## src/rtl/kitchen_timer_ctrl.sv

```systemverilog
`default_nettype none
// ============================================================================
// Module   : kitchen_timer_ctrl
// Purpose  : MM:SS kitchen timer controller. Four BCD digit registers count
//            down once per second as a 10/6/10/6 borrow chain. Single-cycle
//            debounced buttons sequence set / run / pause / alarm.
// Ports    : clk        - system clock, rising edge
//            reset      - asynchronous active-low reset
//            btn_start  - start/pause toggle, alarm acknowledge (pulse)
//            btn_min    - minutes +1 (pulse, IDLE/PAUSE only)
//            btn_sec    - seconds +1 (pulse, IDLE/PAUSE only)
//            btn_clr    - clear to 00:00 (pulse)
//            sec_lo/sec_hi/min_lo/min_hi - BCD display digits
//            running    - high in RUN
//            alarm      - high in ALARM
//            tick       - one-cycle pulse on each 1 s wrap in RUN/ALARM
//            beep       - 1 Hz 50 % buzzer pattern in ALARM
//                         (only when KTIMER_BEEP_EN is defined)
// Options  : `define KTIMER_BEEP_EN adds the beep output and its logic.
// Revision : 1.0 - initial release
// ============================================================================
module kitchen_timer_ctrl #(
  parameter int CLK_HZ    = 50000000,
  parameter int ALARM_SEC = 10
) (
  input  logic       clk,
  input  logic       reset,
  input  logic       btn_start,
  input  logic       btn_min,
  input  logic       btn_sec,
  input  logic       btn_clr,
  output logic [3:0] sec_lo,
  output logic [3:0] sec_hi,
  output logic [3:0] min_lo,
  output logic [3:0] min_hi,
  output logic       running,
  output logic       alarm,
  output logic       tick
`ifdef KTIMER_BEEP_EN
  ,
  output logic       beep
`endif
);

  localparam int PW = (CLK_HZ > 1) ? $clog2(CLK_HZ) : 1;
  localparam int AW = (ALARM_SEC > 0) ? $clog2(ALARM_SEC + 1) : 1;
  localparam logic [PW-1:0] PRESC_MAX  = PW'(CLK_HZ - 1);
  localparam logic [AW-1:0] ALARM_LIM  = AW'(ALARM_SEC);

  typedef enum logic [1:0] {
    ST_IDLE  = 2'd0,
    ST_RUN   = 2'd1,
    ST_PAUSE = 2'd2,
    ST_ALARM = 2'd3
  } state_t;

  state_t        state, state_n;
  logic [PW-1:0] presc, presc_n;
  logic [AW-1:0] acnt, acnt_n;
  logic [3:0]    sec_lo_n, sec_hi_n, min_lo_n, min_hi_n;
  logic          tick_n;
  logic          wrap, time_zero, time_one;
  logic [7:0]    min_inc, sec_inc;
  logic [AW-1:0] acnt_inc;

  // Two-digit BCD increment for 00..59 with wrap to 00.
  function automatic logic [7:0] bcd59_inc(input logic [3:0] hi, input logic [3:0] lo);
    logic [3:0] nhi, nlo;
    if (lo == 4'd9) begin
      nlo = 4'd0;
      nhi = (hi == 4'd5) ? 4'd0 : hi + 4'd1;
    end else begin
      nlo = lo + 4'd1;
      nhi = hi;
    end
    return {nhi, nlo};
  endfunction

  assign wrap      = (presc == PRESC_MAX);
  assign time_zero = ({min_hi, min_lo, sec_hi, sec_lo} == 16'h0000);
  assign time_one  = ({min_hi, min_lo, sec_hi, sec_lo} == 16'h0001);
  assign min_inc   = bcd59_inc(min_hi, min_lo);
  assign sec_inc   = bcd59_inc(sec_hi, sec_lo);
  assign acnt_inc  = acnt + 1'b1;

  always_comb begin
    state_n  = state;
    presc_n  = '0;          // prescaler rests at 0 unless RUN/ALARM counts it
    acnt_n   = acnt;
    tick_n   = 1'b0;
    sec_lo_n = sec_lo;
    sec_hi_n = sec_hi;
    min_lo_n = min_lo;
    min_hi_n = min_hi;

    case (state)
      ST_IDLE, ST_PAUSE: begin
        if (btn_clr) begin
          state_n = ST_IDLE;
          {min_hi_n, min_lo_n, sec_hi_n, sec_lo_n} = 16'h0000;
        end else if (btn_start) begin
          if (!time_zero)            state_n = ST_RUN;
          else if (state == ST_PAUSE) state_n = ST_IDLE;
        end else if (btn_min) begin
          {min_hi_n, min_lo_n} = min_inc;
        end else if (btn_sec) begin
          {sec_hi_n, sec_lo_n} = sec_inc;
        end
      end

      ST_RUN: begin
        if (btn_clr) begin
          state_n = ST_IDLE;
          {min_hi_n, min_lo_n, sec_hi_n, sec_lo_n} = 16'h0000;
        end else if (btn_start) begin
          state_n = ST_PAUSE;
        end else begin
          presc_n = wrap ? '0 : presc + 1'b1;
          if (wrap) begin
            tick_n = 1'b1;
            if (!time_zero) begin
              // Borrow chain: each digit wraps to its max and borrows upward.
              if (sec_lo != 4'd0) begin
                sec_lo_n = sec_lo - 4'd1;
              end else begin
                sec_lo_n = 4'd9;
                if (sec_hi != 4'd0) begin
                  sec_hi_n = sec_hi - 4'd1;
                end else begin
                  sec_hi_n = 4'd5;
                  if (min_lo != 4'd0) begin
                    min_lo_n = min_lo - 4'd1;
                  end else begin
                    min_lo_n = 4'd9;
                    min_hi_n = min_hi - 4'd1;
                  end
                end
              end
            end
            if (time_one) begin
              state_n = ST_ALARM;
              acnt_n  = '0;
            end
          end
        end
      end

      ST_ALARM: begin
        if (btn_clr || btn_start) begin
          state_n = ST_IDLE;
        end else begin
          presc_n = wrap ? '0 : presc + 1'b1;
          if (wrap) begin
            tick_n = 1'b1;
            acnt_n = acnt_inc;
            if (acnt_inc == ALARM_LIM) state_n = ST_IDLE;
          end
        end
      end

      default: state_n = ST_IDLE;
    endcase
  end

  always_ff @(posedge clk or negedge reset) begin
    if (!reset) begin
      state   <= ST_IDLE;
      presc   <= '0;
      acnt    <= '0;
      sec_lo  <= 4'd0;
      sec_hi  <= 4'd0;
      min_lo  <= 4'd0;
      min_hi  <= 4'd0;
      running <= 1'b0;
      alarm   <= 1'b0;
      tick    <= 1'b0;
    end else begin
      state   <= state_n;
      presc   <= presc_n;
      acnt    <= acnt_n;
      sec_lo  <= sec_lo_n;
      sec_hi  <= sec_hi_n;
      min_lo  <= min_lo_n;
      min_hi  <= min_hi_n;
      running <= (state_n == ST_RUN);
      alarm   <= (state_n == ST_ALARM);
      tick    <= tick_n;
    end
  end

`ifdef KTIMER_BEEP_EN
  localparam logic [PW-1:0] PRESC_HALF = PW'(CLK_HZ / 2);

  // Registered against the next prescaler value so beep lines up with the
  // prescaler phase and starts high on the ALARM entry edge.
  always_ff @(posedge clk or negedge reset) begin
    if (!reset) beep <= 1'b0;
    else        beep <= (state_n == ST_ALARM) && (presc_n < PRESC_HALF);
  end
`endif

endmodule
`default_nettype wire

```

## config.mk

```make
export PLATFORM = sky130hd
export DESIGN_NAME = kitchen_timer_ctrl
export DESIGN_NICKNAME = d
export VERILOG_FILES = /design/src/rtl/kitchen_timer_ctrl.sv
export SDC_FILE = /design/constraint.sdc
export NUM_CORES = 1
export LEC_CHECK = 0
export ABC_CLOCK_PERIOD_IN_PS = 3500
export BUFFER_PORTS_ARGS = -buffer_cell sky130_fd_sc_hd__buf_2
export CORE_MARGIN = 5
export CORE_UTILIZATION = 46
export CTS_CLUSTER_DIAMETER = 200
export CTS_CLUSTER_SIZE = 20
export DETAILED_ROUTE_END_ITERATION = 8
export PLACE_DENSITY = 0.72
export SLEW_MARGIN = 20
export SYNTH_ARGS = -nofsm -noshare
export SYNTH_HDL_FRONTEND = slang
export SYNTH_SLANG_ARGS = --single-unit
```

## constraint.sdc

```tcl
create_clock -name clk -period 3.5 [get_ports clk]
set_input_delay 0.35 -clock clk [delete_from_list [all_inputs] [get_ports clk]]
set_output_delay 0.35 -clock clk [all_outputs]
set_load 0.01 [all_outputs]
```

==> impl_results.md <==
- Vias in the first global route: 2599
- Core Box Area: 6830 um^2
- Minimum clock period: 2410 ps
- Clock Latency Late Sink: 310 ps
- Root buf cell: clkbuf_8
- Fillers: 630
- Leakage: 0.00150 uW
- Seq/Total Area, Yosys: 39.3%
- Post-synth ARST share: 100%
- CP Class: reg2reg
- Syn nets: 385
- Synthesis Warnings: 0
- Peak VDD IR: 0.367 mV
- Hold buffer count at cts: 0
- Worst Path Required: 3710 ps
- Via count: 2724
- Power Density: 547 nW/um^2
- Slowest-stage cell, CP: dfrtp_1
- R2R Path End: min_hi[2]$_DFFE_PN0P_
- Die X: 94.0 um
- Fmax: 415 MHz
- H-Tree Level Count: 2
- Area Growth Syn to Fin: 9.06%
- FF-to-FF Start: sec_hi[0]$_DFFE_PN0P_
- Critical Path Fanout Max: 8
- Post-Synthesis Cells: 366
- Share of layout cells above drive strength 1: 13.0%
- Worst slew pin tran: 709 ps
- Synthesized area: 3240 um^2
- Post-Place Setup Slack: 1150 ps
- Worst Skew: 10.3 ps
- Worst EP arrival: 2620 ps
- Max clock buf depth: 2
- Post-synth EDFFs: 0
- Placer Congestion: 0.899
- Initial antenna violation count: 0
- Wire per inst: 14.9 um
- Via/cell ratio: 5.66
- Buffers & Inverters on Critical Path: 1
- Initial core utilization: 47.5%
- Slew margin rel.: 52.6%
- Sum Neg Setup Slack: 0 ps
- Worst setup EP type: register
- Pin count of the biggest net entering global routing: 30
- Clock sink total: 51
- Clock-pin slew on the worst setup and hold paths: 100 ps
- Inserted Diodes: 0
- Num CTS Buffers: 5
- Post-synth cell types: 58
- Final setup vio count: 0
- Mean Syn Cell Area: 8.86 um^2
- Die area: 8830 um^2
- # Post-CTS Setup Buffers: 0
- Max-slew violations: 0
- Drt first pass iters: 4
- # IOs: 25
- Unrepaired setup endpoints after global routing: no
- Largest delay share family, worst path: simple AND/OR/NAND/NOR gates
- Post-DRT Antenna Nets: 0
- Worst-path cell chain: inv_1 > ha_1 > nor3b_2 > nand3_1 > o21ai_0 > and4_1 > nand2_1 > a22o_1
- Drc violations: 0
- GR peak layer: met2
- Hold WC Path Type: in2async
- Cell Rows: 30
- Final hold viol count: 0
- Max_cap viols: 0
- Final HPWL from detailed placement: 5100 um
- Top_reg_cell synth: dfrtp_1
- Reg2reg setup slack: 1090 ps
- Routing usage on met3: 3.37%
- Wire length of the first global-routing pass: 12200 um
- Overall routing resource usage: 17.2%
- CTS resizes: 0
- Final wirelength: 7160 um
- DRT iter0 DRCs: 172
- M1 GR Usage: 23.1%
- Post-route clock period utilization: 68.9%
- Die height: 94.0 um
- Worst setup startpoint: sec_hi[0]$_DFFE_PN0P_
- Critical path's largest stage delay: 480 ps
- Met2 GRT Util: 27.5%
- Synthesized flop and latch total: 51
- CP startpoint kind: register
- Worst r2r path cells: 8
- Hold slack: 1.75 ps
- PortBufs: 24
- CTS tree: yes
- Status: complete, no violations
- Setup slack after layout: 1090 ps
- Grt ovf: 0
- Final Net Count: 403
-- registers in the layout, summed over array words and instances, names as in the netlist --
signal,cells
min_lo,4
acnt,4
sec_hi,4
alarm,1
running,1
presc,26
min_hi,4
state,2
sec_lo,4
tick,1
-- per-stage QoR --
stage	instance area (um^2)	util (%)	power (uW)	std cells
6_report	3540	51.8	1940	481
5_1_grt	3540	51.8	2080	481
4_1_cts	3540	51.8	1940	481
3_5_place_dp	3440	50.3	1570	473
3_3_place_gp	3440	50.3	1550	473
2_1_floorplan	3240	-	1340	366
-- cell usage in the layout (no fill, tap or decap), types with 10 or more instances in the layout --
cell type,instances
xor2_1,13
dfrtp_1,51
nor2_1,45
nand2_1,33
inv_1,14
buf_2,24
a21oi_1,14
o21ai_0,17
nand3_1,18
nor3_1,10
ha_1,13
xnor2_1,14
-- report_power, final --
group	total [uW]	switching [uW]	internal, uW
registers	841	174	667
clock network	371	209	162
logic	724	408	316
total	1940	791	1150
-- cell usage after synthesis (3+ instances only) --
cell	instances	area, um^2
dfrtp_1	51	1280
nor2_1	45	169
nand2_1	33	124
nand3_1	18	90.1
o21ai_0	17	85.1
a21oi_1	14	70.1
inv_1	14	52.6
xnor2_1	14	123
ha_1	13	163
xor2_1	13	114
clkbuf_1	10	37.5
nor3_1	10	50.1
nand4_1	8	50.1
nor4_1	7	43.8
buf_2	6	30.0
nand2b_1	6	37.5
o31ai_1	6	45.0
and4_1	5	43.8
nor2b_1	5	31.3
a31oi_1	4	25.0
and2_1	4	25.0
and3_1	4	25.0
mux2i_1	4	40.0
o22ai_1	4	25.0
nand3b_1	3	22.5
o21ai_1	3	15.0
o22a_1	3	26.3
-- cell type report --
class / count / area [um^2] / share of cell area [%]
timing repair buffer: 27 / 143 / 4.03
inverter: 14 / 52.6 / 1.49
multi-input combinational: 285 / 1850 / 52.2
clock inverter: 2 / 16.3 / 0.460
tap: 96 / 120 / 3.39
clock buffer: 6 / 82.6 / 2.33
sequential: 51 / 1280 / 36.1
-- cell families after synthesis --
family | share of synthesized area (%)
adders and majority gates | 5.01
xor gates and xnor gates | 7.29
AOI/OAI and AO/OA | 15.1
DFF | 39.3
and+or+nand+nor | 28.3
buffers and inverters | 3.70
muxes | 1.23
-- metal layers --
| layer | wire length (um) | up-vias |
|---|---|---|
| met5 | 0 | - |
| met4 | 140 | 0 |
| met3 | 342 | 17 |
| met2 | 3420 | 63 |
| met1 | 3260 | 1301 |
| li1 | - | 1343 |
-- worst max path at each step --
stage | endpoint | depth (start not counted) | slack, ps
after global placement | min_hi[2]$_DFFE_PN0P_ | 8 | 1230
after global routing | min_hi[2]$_DFFE_PN0P_ | 8 | 910
final | min_hi[2]$_DFFE_PN0P_ | 8 | 1090
after floorplan | min_hi[2]$_DFFE_PN0P_ | 9 | 1340
after CTS | min_hi[2]$_DFFE_PN0P_ | 8 | 1110
after detailed placement | min_hi[2]$_DFFE_PN0P_ | 8 | 1150
Power figures use the tool's default switching activity.
